<file path="config.mk">
export PLATFORM = sky130hd
export DESIGN_NAME = antena_arb
export DESIGN_NICKNAME = d
export VERILOG_FILES = /design/src/rtl/antena_arb.sv
export SDC_FILE = /design/constraint.sdc
export NUM_CORES = 1
export LEC_CHECK = 0
export BUFFER_PORTS_ARGS = -buffer_cell sky130_fd_sc_hd__buf_2
export CORE_MARGIN = 2
export CORE_UTILIZATION = 38
export CTS_CLUSTER_SIZE = 8
export DETAILED_ROUTE_END_ITERATION = 12
export MAX_ROUTING_LAYER = met4
export PLACE_DENSITY = 0.58
export REMOVE_ABC_BUFFERS = 1
export SYNTH_ARGS = -nofsm -noshare
export SYNTH_HDL_FRONTEND = slang
export SYNTH_SLANG_ARGS = --single-unit
</file>
<file path="constraint.sdc">
create_clock -name i_clk -period 2.7 [get_ports i_clk]
set_input_delay 0.135 -clock i_clk [delete_from_list [all_inputs] [get_ports i_clk]]
set_output_delay 0.135 -clock i_clk [all_outputs]
set_load 0.01 [all_outputs]
</file>
<file path="src/rtl/antena_arb.sv">
// ---------------------------------------------------------------------------
// antena_arb
//
// Purpose:
//   Shares a single antenna between N_REQ requesters. An idle arbiter grants
//   the antenna round-robin to one requester, forwards that requester's
//   transmit bit onto the antenna, and after the requester lets go (or, when
//   enabled, after MAX_TX cycles) keeps the antenna quiet for GUARD cycles
//   before arbitrating again.
//
// Parameters:
//   N_REQ   number of requesters (2..8)
//   GUARD   idle guard cycles between transmissions (1..255)
//   MAX_TX  maximum transmit cycles per grant (1..65535), timeout build only
//
// Ports:
//   i_clk      system clock, all state changes on the rising edge
//   i_reset    asynchronous active-high reset
//   i_req      per-requester level-sensitive antenna request
//   i_tx_data  per-requester transmit bit
//   o_grant    one-hot grant, registered
//   o_antena   shared antenna drive, registered
//   o_busy     high while transmitting or in the guard period
//   o_timeout  one-cycle pulse when a grant is revoked at MAX_TX
//
// Configuration:
//   ANTENA_ARB_TIMEOUT_EN  when defined, a grant is revoked after MAX_TX
//                          transmit cycles; when undefined a grant lasts
//                          until the requester drops its request and
//                          o_timeout is tied low.
// ---------------------------------------------------------------------------
module antena_arb #(
    parameter int N_REQ  = 2,
    parameter int GUARD  = 4,
    parameter int MAX_TX = 64
) (
    input  logic             i_clk,
    input  logic             i_reset,
    input  logic [N_REQ-1:0] i_req,
    input  logic [N_REQ-1:0] i_tx_data,
    output logic [N_REQ-1:0] o_grant,
    output logic             o_antena,
    output logic             o_busy,
    output logic             o_timeout
);

    localparam int PTR_W = $clog2(N_REQ);
    localparam int GRD_W = $clog2(GUARD + 1);

    typedef enum logic [1:0] {
        S_IDLE  = 2'd0,
        S_TX    = 2'd1,
        S_GUARD = 2'd2
    } state_t;

    state_t             r_state;
    logic [PTR_W-1:0]   r_rr_ptr;
    logic [PTR_W-1:0]   r_idx;
    logic [N_REQ-1:0]   r_grant;
    logic               r_antena;
    logic [GRD_W-1:0]   r_guard_cnt;

`ifdef ANTENA_ARB_TIMEOUT_EN
    localparam int CNT_W = $clog2(MAX_TX + 1);
    logic [CNT_W-1:0]   r_tx_cnt;
    logic               r_timeout;
`endif

    logic [PTR_W:0]     w_sum;
    logic [PTR_W-1:0]   w_cand;
    logic [PTR_W-1:0]   w_winner;
    logic               w_any_req;
    logic [PTR_W-1:0]   w_next_ptr;
    logic [N_REQ-1:0]   w_onehot;
    logic               w_owner_req;
    logic               w_arb;

    // Round-robin pick: scan from rr_ptr upward with wrap-around. The loop
    // runs from the farthest candidate back to the nearest so that the last
    // hit written is the first asserted request at or after rr_ptr.
    always_comb begin
        w_sum     = '0;
        w_cand    = '0;
        w_winner  = '0;
        w_any_req = 1'b0;
        for (int k = N_REQ - 1; k >= 0; k--) begin
            w_sum = {1'b0, r_rr_ptr} + (PTR_W + 1)'(k);
            if (w_sum >= (PTR_W + 1)'(N_REQ)) begin
                w_sum = w_sum - (PTR_W + 1)'(N_REQ);
            end
            w_cand = w_sum[PTR_W-1:0];
            if (i_req[w_cand]) begin
                w_any_req = 1'b1;
                w_winner  = w_cand;
            end
        end
    end

    // Pointer moves just past the winner so the winner has lowest priority
    // next time.
    assign w_next_ptr  = (w_winner == PTR_W'(N_REQ - 1)) ? '0 : (w_winner + 1'b1);
    assign w_onehot    = {{(N_REQ - 1){1'b0}}, 1'b1} << w_winner;
    assign w_owner_req = i_req[r_idx];

    // Arbitration happens in IDLE and also on the final guard edge, so the
    // antenna is quiet for exactly GUARD cycles between back-to-back grants.
    // Any unused state encoding arbitrates too, which recovers it to IDLE/TX.
    assign w_arb = ((r_state != S_TX) && (r_state != S_GUARD)) ||
                   ((r_state == S_GUARD) && (r_guard_cnt == GRD_W'(GUARD)));

    // Main arbiter FSM. All outputs are registered here; reset clears them
    // asynchronously so a reset mid-transmission drops the antenna at once
    // without running a guard period.
    always_ff @(posedge i_clk or posedge i_reset) begin
        if (i_reset) begin
            r_state     <= S_IDLE;
            r_rr_ptr    <= '0;
            r_idx       <= '0;
            r_grant     <= '0;
            r_antena    <= 1'b0;
            r_guard_cnt <= '0;
`ifdef ANTENA_ARB_TIMEOUT_EN
            r_tx_cnt    <= '0;
            r_timeout   <= 1'b0;
`endif
        end else begin
`ifdef ANTENA_ARB_TIMEOUT_EN
            r_timeout <= 1'b0;
`endif
            case (r_state)
                S_TX: begin
                    // A release on the same edge as the MAX_TX limit is a
                    // normal release, hence it is tested first.
                    if (!w_owner_req) begin
                        r_state     <= S_GUARD;
                        r_grant     <= '0;
                        r_antena    <= 1'b0;
                        r_guard_cnt <= GRD_W'(1);
                    end
`ifdef ANTENA_ARB_TIMEOUT_EN
                    else if (r_tx_cnt == CNT_W'(MAX_TX)) begin
                        r_state     <= S_GUARD;
                        r_grant     <= '0;
                        r_antena    <= 1'b0;
                        r_guard_cnt <= GRD_W'(1);
                        r_timeout   <= 1'b1;
                    end
`endif
                    else begin
                        r_antena <= i_tx_data[r_idx];
`ifdef ANTENA_ARB_TIMEOUT_EN
                        r_tx_cnt <= r_tx_cnt + 1'b1;
`endif
                    end
                end
                default: begin
                    if (w_arb) begin
                        r_guard_cnt <= '0;
                        if (w_any_req) begin
                            r_state  <= S_TX;
                            r_grant  <= w_onehot;
                            r_idx    <= w_winner;
                            r_rr_ptr <= w_next_ptr;
                            r_antena <= i_tx_data[w_winner];
`ifdef ANTENA_ARB_TIMEOUT_EN
                            r_tx_cnt <= CNT_W'(1);
`endif
                        end else begin
                            r_state  <= S_IDLE;
                            r_grant  <= '0;
                            r_antena <= 1'b0;
                        end
                    end else begin
                        r_guard_cnt <= r_guard_cnt + 1'b1;
                    end
                end
            endcase
        end
    end

    assign o_grant  = r_grant;
    assign o_antena = r_antena;
    assign o_busy   = (r_state == S_TX) || (r_state == S_GUARD);

`ifdef ANTENA_ARB_TIMEOUT_EN
    assign o_timeout = r_timeout;
`else
    assign o_timeout = 1'b0;
`endif

endmodule

</file>
==> summary.md, run 1 <==
| Metric | Value |
|---|---|
| Synth Instances | between 50 and 60 |
| Min-Delay Path Class | input port to flip-flop |
| Fill count | around 130 |
| DPL Wire Length | ~750 um |
| Finished Cell Area | 649 sq um |
| Largest net degree at the start of global routing | 11 |
| Yosys cell types | 26 |
| Status | completed |
| Clk slew on worst S/H paths | around 0.060 ns |
| DRT Wirelength | 980 um |
| Num CTS Buffers | 3 |
| Commonest non-fill, non-tap cell in the layout | dfrtp_1 |
| Yosys warns | 0 |
| Final GP Congestion | around 0.79 |
| Diode count | 0 |
| DP Area | between 600 and 700 sq um |
| RSZ-0062 raised after global routing | false |
| H-tree depth | 1 |
| Share of layout cells above drive strength 1 | 0.261 |
| Antenna violation net count after detailed routing | 0 |
| Post-synth top area cell | dfrtp_1 |
| Vias per Instance | 5.19 |
| Core area | ~1400 sq um |
| Hold Fails Final Rpt | 0 |
| Sum Neg Setup Slack | 0 ns |
| Worst skew pair latency | between 0.2 and 0.3 ns |
| Leak | 0.332 nW |
| Post-layout min period | ~1.5 ns |
| Clock sinks | 10 |
| Yosys top cell area share | 0.444 |
| Antenna violations before repair | 0 |
| Port Buffers | 9 |
| Starting density of the core | 0.417 |
| I/O pin count | 11 |
| FP Rows | 13 |
| Max_cap viols | 0 |
| Most frequent cells in the layout | 10 x dfrtp_1, 9 x buf_2, 7 x inv_1 |
| CP Class | flip-flop to flip-flop |
| Period utilization | 0.548 |
| Initial drt markers | 7 |
| Synthesized area per cell | 9.71 sq um |
| Skew final | 0.00350 ns |
| Sequential area share after synthesis | 0.444 |
| Root buffer cell | clkbuf_4 |
| Power Density | just over 1000 nW/um^2 |
| Utilization after layout | 0.481 |
| Max Fclk | 676 MHz |
| Cell area after synthesis | 563 sq um |
| Synth-to-Final Area Change | 15.3% |
| Congestion Overflow GR | 0 |
| Routed vias | between 400 and 500 |
| DRC errors left | 0 |
| CTS tree | done |
| Total GRT Usage | 0.125 |
| DRT Pass-1 Iters | 4 |
| Post-CTS resize count | 0 |
| Drt wl/cell | around 12 um |
| Vias in the first global route | approximately 390 |
| CP max FO | 5 |
| Seq cells post-synth | 10 |
| CTS max path bufs | 2 |
| Final setup viols | 0 |
| Critical Path End Type | flip-flop |
| Die height | around 42 um |
| Peak supply drop | between 500 and 600 uV |
| Total die area | around 1800 sq um |
| Top cells by area, synth | dfrtp_1 44%, ha_1 8.9%, inv_1 4.7% |
| Die width | between 40 and 50 um |
| CP Launch Type | flip-flop |
| Arrival time worst endpoint | roughly 1.6 ns |
| Slew Viols, Final | 0 |
| CP Data Required Time | about 2.8 ns |
| Final Power | 664 uW |
| Nets | 80 |
| Wire length of the first global-routing pass | 1600 um |
==> path summary, 6_finish.rpt <==
kind | slack [ns] | depth (start not counted) | startpoint | to
max | 1.22 | 6 | r_state[0] | r_idx
min reg2reg | 0.48 | 2 | o_antena | o_antena
min in group asynchronous | 0.39 | 3 | i_reset | o_antena
max reg2reg | 1.22 | 6 | r_state[0] | r_idx
max in group asynchronous | 2.03 | 3 | i_reset | r_idx
min | 0.17 | 2 | i_req[1] | r_rr_ptr
==> worst max-delay path, stage by stage, from the launching register on <==
cell      delay [ns]
dfrtp_1         0.37
inv_1           0.05
ha_1            0.18
a21boi_2        0.18
nor2_1          0.26
o21a_1          0.21
o32ai_1         0.09
==> repair_timing <==
item                                    4_1_cts  5_1_grt
endpoints found under the setup margin        0        0
hold buffers                                  1        0
buffers inserted                              0        0
hold endpoints to repair                     10        0
==> registers in the layout (all words and copies together) (netlist names) <==
signal,cells
o_antena,1
r_guard_cnt,3
r_idx,1
o_grant,2
r_rr_ptr,1
r_state,2
==> through the flow <==
step                instances  setup WS (ns)  hold WS [ns]
floorplan                  55           1.37       -0.0248
global placement           79           1.24         0.136
detailed placement         79           1.22         0.141
CTS                        84           1.22         0.162
global route               84           1.09         0.174
finish                     84           1.22         0.175
==> final cells by class <==
class                      instances  area, sq um  share of cell area
clock buffer                       4         36.3              0.0559
inverter                           7         26.3              0.0405
multi-input combinational         38          263               0.405
sequential                        10          250               0.385
tap                               15         18.8              0.0289
timing repair buffer              10         55.1              0.0848
==> power by group <==
group	leakage (nW)	switching (mW)	internal, mW	total [mW]
sequential	0.127	0.0418	0.208	0.250
clock	0.0210	0.0517	0.0819	0.134
combinational	0.184	0.153	0.128	0.281
==> cell usage after synthesis <==
cell and number:
o21a_1 1, a21o_1 1, nand2_1 5, o211ai_1 1, buf_6 1, a311oi_1 1, nor2_1 2, a22o_1 1
mux2i_1 1, dfrtp_1 10, o32ai_1 1, a21boi_2 1, inv_1 7, conb_1 1, nand3_1 1, ha_1 4
nand2b_1 2, clkbuf_2 1, buf_4 1, a21oi_1 4, a31oi_1 2, o21ai_0 4, nand2b_2 2, nand2_2 1
a32o_2 1, and2b_1 1
==> cells by family (layout without fill, tap and decap cells) <==
| family | count (synthesis) | in the layout | synth area share |
|---|---|---|---|
| AOI/OAI and AO/OA | 18 | 18 | 0.220 |
| buffers and inverters | 10 | 21 | 0.0889 |
| DFF | 10 | 10 | 0.444 |
| and+or+nand+nor | 14 | 14 | 0.133 |
| adders and majority gates | 4 | 4 | 0.0889 |
| muxes | 1 | 1 | 0.0178 |
| other | 1 | 1 | 0.00666 |
==> per-layer routing <==
metal,up-vias,global-route usage,part of all wire
li1,223,-,-
met1,197,0.154,0.48
met2,14,0.169,0.45
met3,2,0.0647,0.058
met4,0,0.0563,0.0061
met5,-,-,0
Power figures use the tool's default switching activity.
==> run 2, diff against run 1 <==
==> constraint.sdc (replaced) <==
create_clock -name i_clk -period 1.5 [get_ports i_clk]
set_input_delay 0.075 -clock i_clk [delete_from_list [all_inputs] [get_ports i_clk]]
set_output_delay 0.075 -clock i_clk [all_outputs]
set_load 0.01 [all_outputs]
==> summary.md, run 2 (same netlist as run 1, synthesis figures left out) <==
| Metric | Value |
|---|---|
| RSZ-0062 raised after global routing | false |
| H-tree depth | 1 |
| Max Fclk | between 700 and 800 MHz |
| Core area | 1350 sq um |
| Starting density of the core | 0.417 |
| Flop-to-flop setup slack | ~0.11 ns |
| Post-CTS setup repair buffer count | 0 |
| Synth-to-Final Area Change | 17.3% |
| Combinational share of power | 0.478 |
| Hold Fails Final Rpt | 0 |
| Arrival time worst endpoint | 1.53 ns |
| Largest net degree at the start of global routing | 11 |
| DRC errors left | 0 |
| Worst path max stage delay | roughly 0.35 ns |
| Largest Register | r_guard_cnt |
| CP Data Required Time | 1.64 ns |
| Diode count | 0 |
| Peak supply drop | between 700 and 800 uV |
| Final setup viols | 0 |
| Die width | 42.5 um |
| Post-layout min period | approximately 1.4 ns |
| FP Rows | 13 |
| Clk slew on worst S/H paths | 0.06 ns |
| Int Pwr | 742 uW |
| CP Class | flip-flop to flip-flop |
| Status | completed |
| Min-Delay Path Class | input port to flip-flop |
| Congestion Overflow GR | 0 |
| Switching share of power | 0.372 |
| Antenna violation net count after detailed routing | 0 |
| Power Density | 1790 nW/um^2 |
| CP max FO | 5 |
| DPL Wire Length | approximately 770 um |
| CTS tree | done |
| CP Launch Type | flip-flop |
| CP max-delay cell | dfrtp_1 |
| Wire length of the first global-routing pass | between 1500 and 2000 um |
| Total die area | between 1500 and 2000 sq um |
| DRT Pass-1 Iters | 4 |
| Nets | slightly above 80 |
| Final GP Congestion | between 0.8 and 0.9 |
| Vias per Instance | approximately 4.9 |
| Num CTS Buffers | 3 |
| Hold WS | 0.122 ns |
| Commonest non-fill, non-tap cell in the layout | dfrtp_1 |
| Port Buffers | 9 |
| CP Cell Sequence | inv_1, ha_1, a21boi_2, nor2_2, o21a_1, a22o_1 |
| Total GRT Usage | 0.126 |
| DP Area | 626 sq um |
| Slew Viols, Final | 0 |
| Skew final | slightly below 0.01 ns |
| Switch Pwr | about 440 uW |
| Share of layout cells above drive strength 1 | 0.296 |
| Sum Neg Setup Slack | 0 ns |
| Final Power | between 1 and 1.5 mW |
| Initial drt markers | 7 |
| Leak | 0.340 nW |
| Clock sinks | 10 |
| Finished Cell Area | between 600 and 700 sq um |
| Root buffer cell | clkbuf_4 |
| I/O pin count | 11 |
| Largest register FFs | 3 |
| Routed vias | between 400 and 500 |
| Clock share of power | 0.146 |
| Most frequent cells in the layout | 10 x dfrtp_1, 9 x buf_2, 7 x inv_1 |
| Antenna violations before repair | 0 |
| Die height | ~42 um |
| DRT Wirelength | just under 1000 um |
| Max_cap viols | 0 |
| CTS max path bufs | 2 |
| Seq pwr share | 0.375 |
| Worst skew pair latency | 0.26 ns |
| Vias in the first global route | 380 |
| Critical Path End Type | flip-flop |
| Period utilization | 0.926 |
| Drt wl/cell | roughly 11 um |
==> run 2: power groups by stage <==
stage	logic [mW]	clock network (mW)	registers (mW)
floorplan	0.354	0	0.462
global route	0.629	0.197	0.458
finish	0.565	0.173	0.444
global placement	0.559	0	0.448
CTS	0.567	0.184	0.445
detailed placement	0.562	0	0.450
==> run 2: what timing repair did <==
action / 4_1_cts / 5_1_grt
endpoints found under the hold margin: 10 / 0
hold buffers: 1 / 0
setup endpoints to repair: 0 / 2
gates resized for setup: 0 / 1
==> run 2: through the flow <==
step / util / setup WS, ns / cells
global placement: 0.463 / 0.101 / 82
CTS: 0.487 / 0.0692 / 86
global route: 0.489 / 0.0101 / 86
finish: 0.489 / 0.111 / 86
detailed placement: 0.463 / 0.0669 / 82
floorplan: - / 0.174 / 55
==> run 2: final cells by class <==
cell class	count	area, sq um
sequential	10	250
inverter	7	26.3
timing repair buffer	13	77.6
fill	144	689
multi-input combinational	38	265
tap	15	18.8
clock buffer	3	22.5
==> run 2: final timing paths <==
check                                    start             end  cells past startpoint
worst max-delay path            r_guard_cnt[1]      o_grant[0]                      6
worst min-delay path                  i_req[1]        r_rr_ptr                      2
worst max register to register  r_guard_cnt[1]      o_grant[0]                      6
worst min register to register        o_antena        o_antena                      2
max in group asynchronous              i_reset      o_grant[1]                      3
min in group asynchronous              i_reset  r_guard_cnt[2]                      3
==> run 2: worst max-delay path: cells and delay by family (launching register included) <==
family                   cells  cell delay (ns)
AO/OA/AOI/OAI                3             0.57
adder cells (fa/ha/maj)      1             0.19
buffers and inverters        1             0.06
flip-flops                   1             0.35
AND/OR/NAND/NOR              1             0.09
==> run 2: metal layers <==
| metal | global-route usage | vias up | share of wire |
|---|---|---|---|
| li1 | - | 222 | - |
| met1 | 0.168 | 191 | 0.51 |
| met2 | 0.166 | 11 | 0.44 |
| met3 | 0.0776 | 0 | 0.057 |
| met4 | 0.0188 | 0 | 0 |
| met5 | - | - | 0 |
